File: config.mk
export PLATFORM = sky130hd
export DESIGN_NAME = inst_fetch
export DESIGN_NICKNAME = d
export VERILOG_FILES = /design/src/rtl/cpu_pkg.sv /design/src/rtl/inst_fetch_pc_reg.sv /design/src/rtl/inst_fetch.sv
export SDC_FILE = /design/constraint.sdc
export NUM_CORES = 1
export LEC_CHECK = 0
export ABC_AREA = 1
export BUFFER_PORTS_ARGS = -buffer_cell sky130_fd_sc_hd__buf_2
export CORE_ASPECT_RATIO = 2
export CORE_MARGIN = 2
export CORE_UTILIZATION = 38
export DETAILED_ROUTE_END_ITERATION = 10
export PLACE_DENSITY = 0.68
export SLEW_MARGIN = 20
export SYNTH_ARGS = -nofsm -noshare
export SYNTH_HDL_FRONTEND = slang
export SYNTH_SLANG_ARGS = --single-unit
File: constraint.sdc
create_clock -name clk -period 1.8 [get_ports clk]
set_clock_uncertainty 0.15 [all_clocks]
set_input_delay 0.54 -clock clk [delete_from_list [all_inputs] [get_ports clk]]
set_output_delay 0.54 -clock clk [all_outputs]
set_load 0.1 [all_outputs]
File: src/rtl/cpu_pkg.sv
// Shared fetch-path definitions: FSM state type, PC step, NOP word and alignment mask.
package cpu_pkg;

    typedef enum logic [1:0] {
        IDLE  = 2'd0,
        REQ   = 2'd1,
        LATCH = 2'd2,
        WRITE = 2'd3
    } fetch_state_t;

    localparam logic [31:0] PC_STEP       = 32'd4;
    localparam logic [31:0] NOP           = 32'h0000_0000;
    localparam logic [31:0] PC_ALIGN_MASK = 32'hFFFF_FFFC;

endpackage

File: src/rtl/inst_fetch_pc_reg.sv
// Program counter register: async reset, word-aligned load with priority over +4 increment.
module pc_reg
    import cpu_pkg::*;
#(
    parameter logic [31:0] RESET_PC = 32'h0000_0000
) (
    input  logic        clk,
    input  logic        rst_n,
    input  logic        i_inc,
    input  logic        i_load,
    input  logic [31:0] i_loadVal,
    output logic [31:0] o_pc,
    output logic [31:0] o_pcPlus4
);

    logic [31:0] r_pc;
    logic [31:0] w_pcPlus4;

    // Wraps modulo 2^32 with no carry out.
    assign w_pcPlus4 = r_pc + PC_STEP;

    always_ff @(posedge clk or negedge rst_n) begin
        if (!rst_n) begin
            r_pc <= RESET_PC;
        end else if (i_load) begin
            r_pc <= i_loadVal & PC_ALIGN_MASK;
        end else if (i_inc) begin
            r_pc <= w_pcPlus4;
        end
    end

    assign o_pc      = r_pc;
    assign o_pcPlus4 = w_pcPlus4;

endmodule

File: src/rtl/inst_fetch.sv
// Instruction fetch unit: memory request/response FSM feeding the IR with a one-cycle irWrite strobe.
// Optional memReady timeout (fetchErr port) enabled by defining INST_FETCH_TIMEOUT_EN.
module inst_fetch
    import cpu_pkg::*;
#(
    parameter logic [31:0] RESET_PC       = 32'h0000_0000,
    parameter int unsigned TIMEOUT_CYCLES = 16
) (
    input  logic        clk,
    input  logic        rst_n,
    input  logic        fetchEn,
    input  logic        pcWrite,
    input  logic [31:0] pcNext,
    output logic [31:0] memAddr,
    output logic        memRead,
    input  logic        memReady,
    input  logic [31:0] memData,
    output logic [31:0] inst,
    output logic        irWrite,
    output logic [31:0] pc,
    output logic [31:0] pcPlus4,
    output logic        busy
`ifdef INST_FETCH_TIMEOUT_EN
    ,
    output logic        fetchErr
`endif
);

    fetch_state_t r_state;
    fetch_state_t w_next;

    logic [31:0] r_memAddr;
    logic [31:0] r_inst;
    logic        r_memRead;
    logic        r_irWrite;
    logic        w_timeout;
    logic        w_pcInc;
    logic [31:0] w_pc;

`ifdef INST_FETCH_TIMEOUT_EN
    localparam int unsigned      CNT_W    = $clog2(TIMEOUT_CYCLES) + 1;
    localparam logic [CNT_W-1:0] CNT_LAST = CNT_W'(TIMEOUT_CYCLES - 1);

    logic [CNT_W-1:0] r_waitCnt;
    logic             r_timedOut;
    logic             r_fetchErr;

    assign w_timeout = (r_state == REQ) && !memReady && (r_waitCnt == CNT_LAST);

    // r_timedOut spans LATCH and WRITE so it can both raise fetchErr and suppress the +4.
    always_ff @(posedge clk or negedge rst_n) begin
        if (!rst_n) begin
            r_waitCnt  <= '0;
            r_timedOut <= 1'b0;
            r_fetchErr <= 1'b0;
        end else begin
            r_waitCnt  <= (r_state == REQ) ? r_waitCnt + CNT_W'(1) : '0;
            r_fetchErr <= (r_state == LATCH) && r_timedOut;
            if (w_timeout) begin
                r_timedOut <= 1'b1;
            end else if (r_state == WRITE) begin
                r_timedOut <= 1'b0;
            end
        end
    end

    assign w_pcInc  = (r_state == WRITE) && !r_timedOut;
    assign fetchErr = r_fetchErr;
`else
    assign w_timeout = 1'b0;
    assign w_pcInc   = (r_state == WRITE);
`endif

    always_comb begin
        w_next = r_state;
        unique case (r_state)
            IDLE:    if (fetchEn) w_next = REQ;
            REQ:     if (memReady || w_timeout) w_next = LATCH;
            LATCH:   w_next = WRITE;
            WRITE:   w_next = IDLE;
            default: w_next = IDLE;
        endcase
    end

    // Strobes are registered from the next state so they change only on clock edges.
    always_ff @(posedge clk or negedge rst_n) begin
        if (!rst_n) begin
            r_state   <= IDLE;
            r_memAddr <= RESET_PC;
            r_inst    <= NOP;
            r_memRead <= 1'b0;
            r_irWrite <= 1'b0;
        end else begin
            r_state   <= w_next;
            r_memRead <= (w_next == REQ);
            r_irWrite <= (w_next == WRITE);
            if ((r_state == IDLE) && fetchEn) begin
                r_memAddr <= w_pc;
            end
            if (r_state == REQ) begin
                if (memReady) begin
                    r_inst <= memData;
                end else if (w_timeout) begin
                    r_inst <= NOP;
                end
            end
        end
    end

    pc_reg #(
        .RESET_PC (RESET_PC)
    ) u_pc_reg (
        .clk       (clk),
        .rst_n     (rst_n),
        .i_inc     (w_pcInc),
        .i_load    (pcWrite),
        .i_loadVal (pcNext),
        .o_pc      (w_pc),
        .o_pcPlus4 (pcPlus4)
    );

    assign pc      = w_pc;
    assign memAddr = r_memAddr;
    assign memRead = r_memRead;
    assign inst    = r_inst;
    assign irWrite = r_irWrite;
    assign busy    = (r_state != IDLE);

endmodule

# After elaboration in Yosys (flattened, before gate mapping)
# Index checks and enable logic that the tools add are counted.
dict set report totals {
  ff_bits 100
  in_bits 69
  wordCells 22
}
dict set report op_classes {
  n_addsub 1
  n_eq_ne 5
  muxes 5
  reduce_logical 5
}
# operator count
set ops {}
lappend ops {{two-way mux 32 bit} 2}
lappend ops {{adder 32 x 3 -> 32 bit (second input constant)} 1}
lappend ops {{case mux 2 bit (4 select lines)} 1}
lappend ops {{equality test 2 bit (second input constant)} 3}
lappend ops {{equality test 2 x 1 -> 1 bit (second input constant)} 2}
lappend ops {{two-way mux 2 bit} 2}
lappend ops {{nonzero test 2 bit} 2}
lappend ops {{zero test 2 bit} 1}
lappend ops {{AND reduction 2 bit} 1}
lappend ops {{logical AND 1 bit} 1}

# Depth between registers and ports, before layout
# Gate-level depths: netlist (run 1).
dict set report logic_depth {
  ltp_word 3
  ltp_mapped 10
  depth_no_buf 10
}

# Hierarchy
# A second synthesis (run 1) with hierarchy kept.
dict set report unflattened {
  cells_unflattened 610
  area_unflattened_um2 5007.3
}
# mod instances cells_per_inst area_each_um2
set modules_own_cells {}
lappend modules_own_cells {inst_fetch 1 298 2767.7}
lappend modules_own_cells {pc_reg 1 312 2239.6}

# Worst setup path after synthesis (run 1)
# No wires, ideal clock.
dict set report synth_path {
  path_kind {reg2out}
  startpoint {register u_pc_reg.r_pc[2], in the netlist u_pc_reg.o_pc[2]}
  endpoint {output pcPlus4[11]}
  arrival_ps 3712
  required_time_ps 1110
  slack_ps -2602
  stages_incl_launch_ff 6
  n_path_buf 0
  path_cell_list {dfrtp_1 inv_1 nor2_2 nand2_4 nor2_4 xor2_1}
}
dict set report synth_between {
  elab_chain_len 1
}
# item line
set synth_rtl {}
lappend synth_rtl {{from (decl)} inst_fetch_pc_reg.sv:16} ;# logic [31:0] r_pc;
lappend synth_rtl {{from (signal assigned)} inst_fetch_pc_reg.sv:26} ;# r_pc <= i_loadVal & PC_ALIGN_MASK;
lappend synth_rtl {{from (signal assigned)} inst_fetch_pc_reg.sv:28} ;# r_pc <= w_pcPlus4;
lappend synth_rtl {{adder 32 x 3 -> 32 bit} inst_fetch_pc_reg.sv:20} ;# assign w_pcPlus4 = r_pc + PC_STEP;
lappend synth_rtl {{to (decl)} inst_fetch.sv:21} ;# output logic [31:0] pcPlus4,
# Every way passes these cells.

# Worst setup path after layout (run 1)
dict set report layout_path {
  startpoint {register u_pc_reg.r_pc[7], in the netlist u_pc_reg.o_pc[7]}
  endpoint {output pcPlus4[27]}
}
# Same word-level chain as after synthesis.

==> results by group, run 1 <==
Setup path
  • Cell repeated most along the worst path: buf_12
  • R2R setup slack: -0.09 ns
  • Worst path slowest cell: dfrtp_2
  • Crit path launch type: flip-flop
  • CP arrival: 1.94 ns
  • Critical path data required time: around 1.1 ns
  • Reg-to-reg endpoint: u_pc_reg.o_pc[20]
  • Worst-path fanout max: 4
  • R2R depth: 12
  • Reg2reg start: u_pc_reg.o_pc[3]
  • Crit. End Element: output pin
  • Biggest cell delay along the critical path: 0.40 ns
  • Crit path kind: flip-flop to output pin
  • Worst-path cell chain: buf_4, nand2_1, nor2_2, nand2_4, nor2_4, buf_12, nand3_4, nand2_8, buf_12

Drt
  • DRC Markers: 0
  • Wire length on met3: 716 um
  • 1st-pass router iterations: 4
  • Vias per cell: 4.881
  • DRT Wirelength: around 17000 um
  • Wire length on met2: ~9500 um
  • Max Used Layer: met4
  • Routed Antenna Nets: 0
  • Routed len/inst: between 15 and 20 um
  • WL met1: 5575 um
  • Via count: 4861
  • Initial DRC count: between 150 and 200

Placed design
  • HPWL after DPL: 12310 um
  • Worst slack, placed: -0.5704 ns
  • PortBufs: 191
  • Placer Congestion: ~0.91

Floorplanning
  • Die Span Y: about 160 um
  • Initial core utilization: between 30% and 40%
  • Ports: 200
  • CORE AREA: 12200 um2
  • Core Rows: 57
  • Die area: about 13000 um2
  • Die width: roughly 83 um

Cells and area
  • Ant diodes: 0
  • Share of cells above drive strength 1: 56.18%
  • Syn-to-layout area delta: 91.89%
  • Most frequent cells in the layout: nand2_1, buf_4, buf_12, dfrtp_1, buf_2
  • Most common cell after layout, fill and taps aside: nand2_1
  • # nets final: around 910

STA
  • RSZ-0062 raised after global routing: true
  • Final Critical Period: roughly 2.6 ns
  • Hold Vio Cnt, Final: 0
  • Final setup vio count: 38
  • Max-slew violation count: 0
  • Fin crit share: 146.3%
  • Max Fclk: 0.3798 GHz
  • Worst setup margin: -0.8329 ns

Synthesis
  • Synthesized area: between 4000 and 5000 um2
  • Post-Syn Instances: roughly 560
  • Synth cell types: 25
  • Number of synthesized register bits: 96
  • Synthesis Warnings: 0
  • Avg Cell Area, Syn: ~8.5 um2
  • Sequential fraction of the synthesis area: approximately half

Clocking
  • CTS tree: done
  • CTS sink cnt: between 90 and 100
  • Clock tree buffer depth: 2
  • Clock transition at path regs: 0.07 ns
  • Clk_lat worst skew: 0.34 ns
  • Cts hold-fix bufs: 0
  • Clock root cell: clkbuf_16
  • H-tree lvl count: 3
  • CTS Buf Count: 9

Global routing
  • Largest net degree at the start of global routing: roughly 60
  • Initial antenna violation count: 0
  • GRT overflow: 0
  • First-pass GRT wire length: ~26000 um
  • Vias in the first global route: ~5300
  • Gr usage total: between 20% and 30%

Job
  • Max-cap violations: 0

Run status
  • Violated checks: setup timing
  • Outcome: finished with violations

Worst hold path
  • Worst hold-check path type: input pin to asynchronous set/reset pin
## logic make-up (layout without fill, tap and decap cells)
kind of cell	count (synthesis)	in the layout	share of synthesized area, %
other cells	1	6	0.07889
buf+inv	90	376	7.897
xor+xnor	14	14	3.211
compound gates	57	57	6.317
simple gates	263	263	23.16
flops	96	96	50.54
fa+ha+maj	1	1	0.2632
mux	36	36	8.529
## Yosys cell counts
cell	count	area, um2
nor2_1	31	116.4
a21oi_1	1	5.000
dfrtp_1	96	2402
a31oi_1	1	6.260
o211ai_1	2	15.01
nor2b_1	1	6.260
inv_1	67	251.5
and2_1	3	18.77
buf_2	9	45.04
nand2_1	193	724.4
nor2_4	7	78.83
mux2_2	36	405.4
o221ai_1	2	17.52
o21ai_0	50	250.2
clkbuf_1	7	26.28
nor2_2	5	31.28
o22ai_1	1	6.260
xor2_1	10	87.58
nand3_1	19	95.09
buf_4	7	52.55
nand2_4	1	11.26
xor2_2	4	65.06
nand2_2	3	18.77
conb_1	1	3.750
ha_1	1	12.51
## state kept, by name, indices dropped and copies added (netlist names)
register / flops
irWrite: 1
inst: 32
u_pc_reg.o_pc: 30
memAddr: 30
r_state: 2
memRead: 1
## final cells by class
class                   count  area [um2]
repair buffers            293        3206
clock inverters             7       86.33
multi-input cells         377        2706
fillers                   770        3074
flip-flops and latches     96        2444
inverters                  67       270.3
clock buffers               9       225.2
well taps                 147       183.9
## worst max-delay path, delay by kind of cell (launching register included)
family	cells	cell delay [ns]
AND/OR/NAND/NOR	6	0.76
buffers and inverters	3	0.43
flip-flops	1	0.40
## per-layer routing
metal | track usage (%) | vias up
li1 | - | 2290
met1 | 25.11 | 2309
met2 | 46.08 | 203
met3 | 3.659 | 59
met4 | 15.13 | 0
met5 | 0 | -
## how the worst max path moves through the flow
| stage | from | endpoint | slack (ns) | cells after the start |
|---|---|---|---|---|
| global route | u_pc_reg.o_pc[2] | pcPlus4[27] | -0.90 | 9 |
| finish | u_pc_reg.o_pc[7] | pcPlus4[27] | -0.83 | 9 |
| global placement | u_pc_reg.o_pc[2] | pcPlus4[26] | -0.52 | 9 |
| floorplan | u_pc_reg.o_pc[2] | pcPlus4[15] | -1.22 | 5 |
| CTS | u_pc_reg.o_pc[2] | pcPlus4[17] | -0.85 | 8 |
| detailed placement | u_pc_reg.o_pc[2] | pcPlus4[22] | -0.57 | 10 |
## stage by stage
stage | cell area [um2] | hold slack, ns | util (%) | cells | setup TNS [ns]
floorplan | 5169 | 0.09441 | - | 563 | -41.86
global placement | 7855 | 0.3169 | 64.41 | 948 | -11.41
detailed placement | 7855 | 0.3179 | 64.41 | 948 | -12.61
CTS | 8713 | 0.04438 | 71.45 | 979 | -22.45
global route | 9121 | 0.05886 | 74.79 | 996 | -25.01
finish | 9121 | 0.02577 | 74.79 | 996 | -22.42
## repair_timing
action,CTS,global route
setup buffers,16,23
setup endpoints to repair,94,70
pin swaps,29,35
resized for setup,123,64
cloned,0,0
hold endpoints to repair,0,0
Power of run 1 is not shown: default switching activity piles up to over one toggle a cycle in this logic, so the estimate is an artifact.
==> inputs of run 2 (changes only) <==
RECOVER_POWER = 25   (was not set)
==> run 2 against run 1 <==
Compared with the run above:
- the run still ends with setup timing left
- wire length down 0.11%
- hold slack better by 0.25 ns
- die area is the same
- critical path depth unchanged
- fmax is essentially flat
- clock-buffer cell count is the same
- via count is 0.16% lower
- critical path type unchanged
==> results by group, run 2 (synthesis results as in run 1) <==
Run status
  • Outcome: finished with violations (unchanged)
  • Violated checks: setup timing (unchanged)

STA
  • Max Fclk: 0.3797 GHz (was 0.3798 GHz)
  • Final setup vio count: 38 (unchanged)
  • Slew margin rel.: 39.42%
  • Worst setup margin: -0.8338 ns (was -0.8329 ns)
  • Worst slew pin tran: between 0.9 and 1 ns
  • Max-slew violation count: 0 (unchanged)
  • Final Critical Period: 2.634 ns (was 2.633 ns)
  • RSZ-0062 raised after global routing: true (unchanged)
  • Hold_ws: 0.2724 ns (was 0.02577 ns)
  • Hold Vio Cnt, Final: 0 (unchanged)
  • Fin crit share: 146.3% (about the same)

Setup path
  • Biggest cell delay along the critical path: 0.40 ns (about the same)
  • Crit path kind: flip-flop to output pin (unchanged)
  • Worst-path fanout max: 4 (unchanged)
  • Critical path data required time: 1.11 ns (about the same)
  • R2R depth: 12 (unchanged)
  • R2R setup slack: -0.09 ns (about the same)
  • CP arrival: 1.94 ns (about the same)
  • Buf/Inv on CP: 3 (unchanged)
  • Crit. End Element: output pin (unchanged)
  • Worst path slowest cell: dfrtp_2 (unchanged)
  • Crit path launch type: flip-flop (unchanged)
  • Crit-path leading delay family: simple AND/OR/NAND/NOR gates (unchanged)
  • Reg2reg start: u_pc_reg.o_pc[3] (unchanged)
  • Cell repeated most along the worst path: buf_12 (unchanged)
  • Reg-to-reg endpoint: u_pc_reg.o_pc[20] (unchanged)
  • Worst-path cell chain: buf_4, nand2_1, nor2_2, nand2_4, nor2_4, buf_12, nand3_4, nand2_8, buf_12 (unchanged)

Placed design
  • PortBufs: 191 (unchanged)
  • Placer Congestion: 0.9137 (unchanged)
  • Inst Count DP: 948 (unchanged)
  • HPWL after DPL: 12310 um (unchanged)
  • Worst slack, placed: -0.5704 ns (unchanged)

Drt
  • Routed len/inst: 16.88 um (was 16.90 um)
  • DRC Markers: 0 (unchanged)
  • Initial DRC count: 207 (was 198)
  • Vias per cell: 4.872 (was 4.881)
  • DRT Wirelength: 16820 um (was 16830 um)
  • 1st-pass router iterations: 4 (unchanged)
  • Via count: 4853 (was 4861)
  • Routed Antenna Nets: 0 (unchanged)

Clocking
  • Clock tree buffer depth: 2 (unchanged)
  • Cts hold-fix bufs: 0 (unchanged)
  • CTS Buf Count: 9 (unchanged)
  • Clock root cell: clkbuf_16 (unchanged)
  • Clock transition at path regs: 0.07 ns (about the same)
  • H-tree lvl count: 3 (unchanged)
  • Clk_lat worst skew: 0.34 ns (about the same)
  • CTS sink cnt: 96 (unchanged)
  • CTS tree: done (unchanged)

Job
  • Max-cap violations: 0 (unchanged)

Cells and area
  • Share of cells above drive strength 1: 56.18% (unchanged)
  • Fill cells: 771 (was 770)
  • Ant diodes: 0 (unchanged)
  • Final Core Density: 74.67% (was 74.79%)
  • Most common cell after layout, fill and taps aside: nand2_1 (unchanged)
  • Syn-to-layout area delta: 91.58% (was 91.89%)
  • Most frequent cells in the layout: nand2_1, buf_4, buf_12, dfrtp_1, buf_2 (unchanged)
  • Max reg flops: 32 (unchanged)
  • # nets final: 914 (unchanged)
  • Non-Filler Instances: 996 (unchanged)

Floorplanning
  • Core Rows: 57 (unchanged)
  • CORE AREA: 12200 um2 (unchanged)
  • Die Span Y: 162.2 um (unchanged)
  • Die area: 13470 um2 (unchanged)
  • Ports: 200 (unchanged)
  • Initial core utilization: 38.98% (unchanged)
  • Die width: 83.09 um (unchanged)

Global routing
  • Largest net degree at the start of global routing: 59 (unchanged)
  • Vias in the first global route: 5250 (unchanged)
  • First-pass GRT wire length: 26160 um (unchanged)
  • Gr usage total: 24.57% (unchanged)
  • Initial antenna violation count: 0 (unchanged)
  • GRT overflow: 0 (unchanged)

Worst hold path
  • Worst hold-check path type: input pin to asynchronous set/reset pin (unchanged)
run 2: cell count changes in the layout (fill, tap and decap cells not counted):
cell | previous run | this run
clkbuf_4 | 3 | 5
clkbuf_2 | 0 | 1
buf_12 | 82 | 81
buf_4 | 107 | 105
run 2: final cells by class:
| cell class | count | area (um2) | share of cell area (%) |
|---|---|---|---|
| Inverter | 67 | 270.3 | 2.968 |
| Tap cell | 147 | 183.9 | 2.020 |
| Multi-Input combinational cell | 377 | 2706 | 29.72 |
| Sequential cell | 96 | 2444 | 26.83 |
| Clock inverter | 7 | 86.33 | 0.9481 |
| Clock buffer | 9 | 225.2 | 2.473 |
| Timing Repair Buffer | 293 | 3191 | 35.04 |
run 2: per-layer routing:
| metal | global-route usage, % | vias up | wire length, um | part of all wire, % |
|---|---|---|---|---|
| met5 | 0 | - | 0 | 0 |
| met2 | 46.08 | 195 | 9531 | 57 |
| met1 | 25.11 | 2309 | 5565 | 33 |
| met4 | 15.13 | 0 | 1016 | 6.0 |
| li1 | - | 2290 | - | - |
| met3 | 3.659 | 59 | 701 | 4.2 |
run 2: timing repair:
action,in CTS,in global routing
pin swaps,29,35
resized for setup,123,64
endpoints found under the setup margin,94,70
endpoints found under the hold margin,0,0
setup buffers,16,23
run 2: through the flow:
stage	instance area [um2]	TNS (ns)
3_5_place_dp	7855	-12.61
2_1_floorplan	5169	-41.86
3_3_place_gp	7855	-11.41
6_report	9106	-22.41
4_1_cts	8713	-22.45
5_1_grt	9106	-25.01
run 2: worst max path at each step:
stage | from | to | cells past startpoint
floorplan | u_pc_reg.o_pc[2] | pcPlus4[15] | 5
global placement | u_pc_reg.o_pc[2] | pcPlus4[26] | 9
detailed placement | u_pc_reg.o_pc[2] | pcPlus4[22] | 10
CTS | u_pc_reg.o_pc[2] | pcPlus4[17] | 8
global route | u_pc_reg.o_pc[2] | pcPlus4[27] | 9
finish | u_pc_reg.o_pc[7] | pcPlus4[27] | 9
Power of run 2 is left out for the same reason.
